--- src/rtl/sdram_arb_pkg.sv ---
// Shared types and constants for the SDRAM command-bus arbiter.
package sdram_arb_pkg;

    typedef enum logic [2:0] {
        INIT  = 3'd0,
        ARBIT = 3'd1,
        AREF  = 3'd2,
        WRITE = 3'd3,
        READ  = 3'd4
    } arb_state_t;

    // {cs_n, ras_n, cas_n, we_n}
    localparam logic [3:0] CMD_NOP  = 4'b0111;
    localparam logic [3:0] CMD_PRE  = 4'b0010;
    localparam logic [3:0] CMD_AREF = 4'b0001;

    // 15 us at 50 MHz: 4096 rows every 64 ms
    localparam int REF_CYCLES_DEF = 750;

endpackage

--- src/rtl/sdram_ref_timer.sv ---
// Auto-refresh interval timer with a sticky refresh-due flag.
module sdram_ref_timer
    import sdram_arb_pkg::*;
#(
    parameter int REF_CYCLES = REF_CYCLES_DEF,
    parameter int REF_CNT_W  = 10
) (
    input  logic sclk,
    input  logic s_rst,
    input  logic run,
    input  logic pend_clr,
    output logic aref_pend
);

    localparam logic [REF_CNT_W-1:0] TC_VAL = REF_CNT_W'(REF_CYCLES - 1);

    logic [REF_CNT_W-1:0] cnt;
    logic                 tc;

    assign tc = run && (cnt == TC_VAL);

    always_ff @(posedge sclk) begin
        if (s_rst || !run) begin
            cnt <= '0;
        end else if (tc) begin
            cnt <= '0;
        end else begin
            cnt <= cnt + 1'b1;
        end
    end

    // A terminal count coinciding with the clear must not lose the new refresh.
    always_ff @(posedge sclk) begin
        if (s_rst) begin
            aref_pend <= 1'b0;
        end else if (tc) begin
            aref_pend <= 1'b1;
        end else if (pend_clr) begin
            aref_pend <= 1'b0;
        end
    end

endmodule

--- src/rtl/sdram_arbiter.sv ---
// Grants the SDRAM command bus to init, refresh, write or read and muxes its pins.
// Optional: define SDRAM_ARB_RR_EN for round-robin write/read arbitration.
//
// state | meaning
// INIT  | power-up sequencer owns the bus
// ARBIT | idle, NOP on the bus, picks next requester
// AREF  | auto-refresh controller owns the bus
// WRITE | write controller owns the bus
// READ  | read controller owns the bus
module sdram_arbiter
    import sdram_arb_pkg::*;
#(
    parameter int REF_CYCLES = REF_CYCLES_DEF,
    parameter int REF_CNT_W  = 10
) (
    input  logic        sclk,
    input  logic        s_rst,
    input  logic        init_end,
    input  logic [3:0]  init_cmd,
    input  logic [11:0] init_addr,
    output logic        aref_en,
    input  logic        aref_end,
    input  logic [3:0]  aref_cmd,
    input  logic [11:0] aref_addr,
    output logic        aref_pend,
    input  logic        wr_req,
    output logic        wr_en,
    input  logic        wr_end,
    input  logic [3:0]  wr_cmd,
    input  logic [1:0]  wr_bank,
    input  logic [11:0] wr_addr,
    input  logic        rd_req,
    output logic        rd_en,
    input  logic        rd_end,
    input  logic [3:0]  rd_cmd,
    input  logic [1:0]  rd_bank,
    input  logic [11:0] rd_addr,
    output logic        sdram_cs_n,
    output logic        sdram_ras_n,
    output logic        sdram_cas_n,
    output logic        sdram_we_n,
    output logic [1:0]  sdram_bank,
    output logic [11:0] sdram_addr
);

    arb_state_t  state, state_nxt;
    logic        pick_wr;
    logic [3:0]  cmd_mux;

    sdram_ref_timer #(
        .REF_CYCLES(REF_CYCLES),
        .REF_CNT_W (REF_CNT_W)
    ) u_ref_timer (
        .sclk     (sclk),
        .s_rst    (s_rst),
        .run      (state != INIT),
        .pend_clr ((state == ARBIT) && aref_pend),
        .aref_pend(aref_pend)
    );

`ifdef SDRAM_ARB_RR_EN
    logic last_grant;  // 1 = write was granted most recently

    always_ff @(posedge sclk) begin
        if (s_rst) begin
            last_grant <= 1'b0;
        end else if (state_nxt == WRITE) begin
            last_grant <= 1'b1;
        end else if (state_nxt == READ) begin
            last_grant <= 1'b0;
        end
    end

    assign pick_wr = wr_req && (!rd_req || !last_grant);
`else
    assign pick_wr = wr_req;
`endif

    always_ff @(posedge sclk) begin
        if (s_rst) begin
            state <= INIT;
        end else begin
            state <= state_nxt;
        end
    end

    always_comb begin
        state_nxt = state;
        case (state)
            INIT:  if (init_end) state_nxt = ARBIT;
            ARBIT: begin
                if (aref_pend) begin
                    state_nxt = AREF;
                end else if (pick_wr) begin
                    state_nxt = WRITE;
                end else if (rd_req) begin
                    state_nxt = READ;
                end
            end
            AREF:  if (aref_end) state_nxt = ARBIT;
            WRITE: if (wr_end)   state_nxt = ARBIT;
            READ:  if (rd_end)   state_nxt = ARBIT;
            default: state_nxt = INIT;
        endcase
    end

    // Grants are registered copies of the next state so they track the state exactly.
    always_ff @(posedge sclk) begin
        if (s_rst) begin
            aref_en <= 1'b0;
            wr_en   <= 1'b0;
            rd_en   <= 1'b0;
        end else begin
            aref_en <= (state_nxt == AREF);
            wr_en   <= (state_nxt == WRITE);
            rd_en   <= (state_nxt == READ);
        end
    end

    always_comb begin
        cmd_mux    = CMD_NOP;
        sdram_bank = 2'd0;
        sdram_addr = 12'd0;
        case (state)
            INIT: begin
                cmd_mux    = init_cmd;
                sdram_addr = init_addr;
            end
            AREF: begin
                cmd_mux    = aref_cmd;
                sdram_addr = aref_addr;
            end
            WRITE: begin
                cmd_mux    = wr_cmd;
                sdram_bank = wr_bank;
                sdram_addr = wr_addr;
            end
            READ: begin
                cmd_mux    = rd_cmd;
                sdram_bank = rd_bank;
                sdram_addr = rd_addr;
            end
            default: ;
        endcase
    end

    assign {sdram_cs_n, sdram_ras_n, sdram_cas_n, sdram_we_n} = cmd_mux;

endmodule

--- config.mk ---
export PLATFORM = sky130hd
export DESIGN_NAME = sdram_arbiter
export DESIGN_NICKNAME = d
export VERILOG_FILES = /design/src/rtl/sdram_arb_pkg.sv /design/src/rtl/sdram_ref_timer.sv /design/src/rtl/sdram_arbiter.sv
export SDC_FILE = /design/constraint.sdc
export NUM_CORES = 1
export LEC_CHECK = 0
export ABC_AREA = 1
export CAP_MARGIN = 25
export CELL_PAD_IN_SITES_DETAIL_PLACEMENT = 0
export CELL_PAD_IN_SITES_GLOBAL_PLACEMENT = 1
export CORE_MARGIN = 2
export CORE_UTILIZATION = 23
export DETAILED_ROUTE_END_ITERATION = 12
export PLACE_DENSITY = 0.81
export REMOVE_ABC_BUFFERS = 1
export SYNTH_ARGS = -nofsm -noshare
export SYNTH_HDL_FRONTEND = slang
export SYNTH_HIERARCHICAL = 1
export SYNTH_SLANG_ARGS = --single-unit
--- constraint.sdc ---
create_clock -name sclk -period 3.8 [get_ports sclk]
set_input_delay 0.38 -clock sclk [delete_from_list [all_inputs] [get_ports sclk]]
set_output_delay 0.38 -clock sclk [all_outputs]
set_load 0.05 [all_outputs]
---- Word-level counts from Yosys, hierarchy flattened ----
Index checks and enable logic that the tools add are counted.
cells by class
  reductions and logical operators ........ 8
  mux-type cells .......................... 13
  bitwise gates (word level) .............. 0
  shift-type cells ........................ 0
  $add $sub $neg .......................... 1
  order comparisons ....................... 0
  eq/ne operators ......................... 8
  $mul .................................... 0
  div/mod/pow operators ................... 0
operators with widths
  operator                                             number
  case mux 12 bit (4 select lines)                     1
  2-to-1 mux 3 bit                                     7
  case mux 4 bit (4 select lines)                      1
  case mux 3 bit (5 select lines)                      1
  equality test 3 x 2 -> 1 bit, second input constant  4
  adder 10 x 1 -> 10 bit, second input constant        1
  equality test 10 bit, second input constant          1
  equality test 3 bit, second input constant           2
  case mux 2 bit (2 select lines)                      1
  equality test 3 x 1 -> 1 bit, second input constant  1
  logical NOT 3 bit                                    1
  nonzero test 3 bit                                   1
  logical AND 1 bit                                    2
  2-to-1 mux 1 bit                                     2
  nonzero test 2 bit                                   1
  OR reduction 2 bit                                   1
  logical NOT 1 bit                                    1
  logical OR 1 bit                                     1
storage, ports and cells
  register bits ........................... 17
  RAM bits ................................ 0
  word-level logic and storage cells ...... 36
  ROM bits ................................ 0
  memories ................................ 0
  bits in latches ......................... 0

---- Logic depth before layout (Yosys ltp) ----
  depth in word-level cells ............... 5
  mapped depth ............................ 8
  depth with buffers taken out ............ 7

---- Modules after synthesis ----
The synthesis kept the hierarchy.
by module, submodules not included
  module           seq. area each (um^2)  times used  cells each  area each (um^2)
  sdram_arbiter    120.1                  1           143         809.5
  sdram_ref_timer  220.2                  1           73          524.3

---- Least setup slack after synthesis ----
OpenSTA, ideal clock, no wires.
  path type ............................... register to output
  start ................................... register state[1]
  end ..................................... output sdram_cas_n
  path slack .............................. 1.539 ns
  required time ........................... 3.420 ns
  data arrival time ....................... 1.881 ns
  cell stages (with the launch flop) ...... 4
  path through ............................ dfxtp_1 > nor2_4 > clkbuf_1 > o21ai_0
between the ends
  cells in the longest elaborated chain, start to end .. 2
RTL lines
  what                                         line                  text
  from (decl)                                  sdram_arbiter.sv:46   arb_state_t state, state_nxt;
  from (signal assigned)                       sdram_arbiter.sv:83   state <= state_nxt;
  equality test 3 bit (tied with other cells)  sdram_arbiter.sv:124  case (state)
  case mux 4 bit (4 select lines) (*)          sdram_arbiter.sv:124
  to (decl)                                    sdram_arbiter.sv:40   output logic sdram_cas_n,
Mark *: on every way between the ends. The rest lies on a longest branch, timed or not.

---- Worst setup path after layout ----
Same ends and word-level chain as after synthesis.

==> results.json <==
{
  "status": "complete, no violations",
  "vias": 1757,
  "nFillCells": 544,
  "dieArea_sq_um": 6420,
  "slew_headroom_pct": 62.9,
  "finalCriticalPeriod_ns": 2.70,
  "total_leakage_power_nw": 0.918,
  "clock_path_buffers": 2,
  "initial_core_util_pct": 24.1,
  "dp.cells": 379,
  "grt_pass1_vias": 1723,
  "setup_viol": 0,
  "antenna_cells": 0,
  "first_iter_violations": 56,
  "die_w_um": 80.2,
  "grt_overflow": 0,
  "num_io_pins": 98,
  "num_rows": 27,
  "peakVddDrop_uv": 155,
  "layout_common_cells": "clkdlybuf4s50_1 (97), nand2_1 (70), nand3_1 (25)",
  "hpwl_um": 3860,
  "syn_area_per_cell_sq_um": 6.17,
  "clk_pin_slew_worst_paths_ns": 0.06,
  "clk_latency_ns": 0.25,
  "layout-drive-gt1-share_pct": 6.11,
  "routed_wl_um": 4950,
  "syn_to_final_growth_pct": 79.8,
  "cts_tree": "yes",
  "antenna_found_initial": 0,
  "synth_seq_cells": 17,
  "cts_sinks": 17,
  "synth_top_area_cell": "dfxtp_1",
  "fin_nets": 390,
  "numCtsBuffers": 3,
  "crit_required_ns": 3.42,
  "regArea_sq_um": 340,
  "coreArea_sq_um": 5540,
  "cts-root-buf": "clkbuf_8",
  "dp_slack_ns": 1.36,
  "htreeDepth": 1,
  "synth.area.top_cells": "dfxtp_1 (26%), nand2_1 (20%), nand3_1 (9.4%)",
  "arrival_ns": 2.32,
  "worst_slack_ns": 1.10,
  "ctsResizeCount": 0,
  "fin_area_sq_um": 2400,
  "fin_crit_sh_pct": 71.1,
  "gp_congestion": 0.785,
  "max_freq_ghz": 0.370,
  "hold_buffers": 0,
  "placed_cell_area_sq_um": 2350,
  "synth_top_area_share_pct": 25.5,
  "ant_nets": 0,
  "synth_area_sq_um": 1330,
  "ys_seq_area_share_pct": 25.5,
  "syn_inst": 216,
  "post-cts-setup-buffers": 0,
  "power_density_nw_per_um2": 282,
  "cp-start-kind": "flip-flop",
  "mostFrequentLayoutCell": "clkdlybuf4s50_1",
  "multi_input_area_sq_um": 855,
  "drc_errors": 0,
  "critPathKind": "reg -> out",
  "grt_max_degree": 24,
  "instances_no_fill": 383,
  "synth_warnings": 6,
  "vias_per_cell": 4.59,
  "track_usage_pct": 14.9,
  "slew_viol_final": 0,
  "io_buffers": 97,
  "setup_tns_ns": 0,
  "rsz0062_at_grt": "no",
  "fin_skew_ns": 0.00532,
  "cp_max_fo": 17,
  "first_pass_iters": 6,
  "die_y_um": 80.2,
  "cp-end-kind": "output pin",
  "grt_first_pass_wirelength_um": 7730,
  "cap_violations": 0,
  "yosysUniqueCellTypes": 24,
  "holdCritPathClass": "reg -> reg",
  "worst_slew_pin_slew_ns": 0.554,
  "wl_per_cell_um": 12.9,
  "final_hold_viol_count": 0
}
## synth_stat cells (all sizes together)
cell type and number:
or2 1, buf 6, xnor2 3, nor2 24, nand2 76, a32o 2
clkbuf 2, nand4 18, inv 22, a21oi 11, nor3 1, nand3 27
dfxtp 17, o21ai 3, ha 2, nand3b 1
## kinds of logic after synthesis
family / count (synthesis) / synth area share [%]
AOI/OAI and AO/OA: 16 / 6.75
and+or+nand+nor: 148 / 53.5
adders and majority gates: 2 / 1.88
xor gates and xnor gates: 3 / 1.97
buffers and inverters: 30 / 10.4
DFF: 17 / 25.5
## per-layer routing
metal	wire length, um	part of all wire (%)	vias to the layer above	track usage, %
li1	-	-	898	-
met1	2040	41	776	17.2
met2	2380	48	79	28.4
met3	478	9.7	4	2.92
met4	43	0.87	0	2.71
met5	0	0	-	0
## through the flow
step	util, %	hold WS (ns)	total power, mW
final	43.3	0.490	0.677
after global routing	43.3	0.514	0.716
after CTS	43.3	0.490	0.685
after detailed placement	42.5	0.473	0.552
after global placement	42.5	0.470	0.553
after floorplan	-	0.445	0.387
## path summary, 6_finish.rpt
path,slack (ns),end,cells after the start,startpoint
setup reg to reg,2.44,u_ref_timer/cnt[4],7,state[1]
hold reg to reg,0.49,u_ref_timer/cnt[0],1,u_ref_timer/cnt[0]
hold / removal,0.49,u_ref_timer/cnt[0],1,u_ref_timer/cnt[0]
setup / recovery,1.10,sdram_cas_n,7,state[1]
## flip-flops by register name (all words and copies together) (netlist names)
register / cells
u_ref_timer/aref_pend: 1
wr_en: 1
rd_en: 1
state: 3
aref_en: 1
u_ref_timer/cnt: 10
## power by group
group          switching, mW  total [mW]  internal (mW)
Combinational          0.205       0.354          0.149
Sequential           0.00863       0.192          0.184
Clock                 0.0569       0.131         0.0742
Total                  0.270       0.677          0.407
## worst max-delay path: stages, from the launching register on
cell,delay [ns]
dfxtp_1,0.52
nand2_2,0.11
nor2_4,0.34
nand2_1,0.10
nand2_1,0.08
nor2_1,0.03
o21ai_0,0.06
clkdlybuf4s50_1,0.83
## area by class of cell
| type | count | share of cell area (%) |
|---|---|---|
| inverter | 22 | 3.44 |
| clock buffer | 4 | 1.88 |
| sequential | 17 | 14.2 |
| tap | 72 | 3.76 |
| timing repair buffer | 99 | 41.1 |
| multi-input combinational | 169 | 35.6 |
Power figures use the tool's default switching activity.
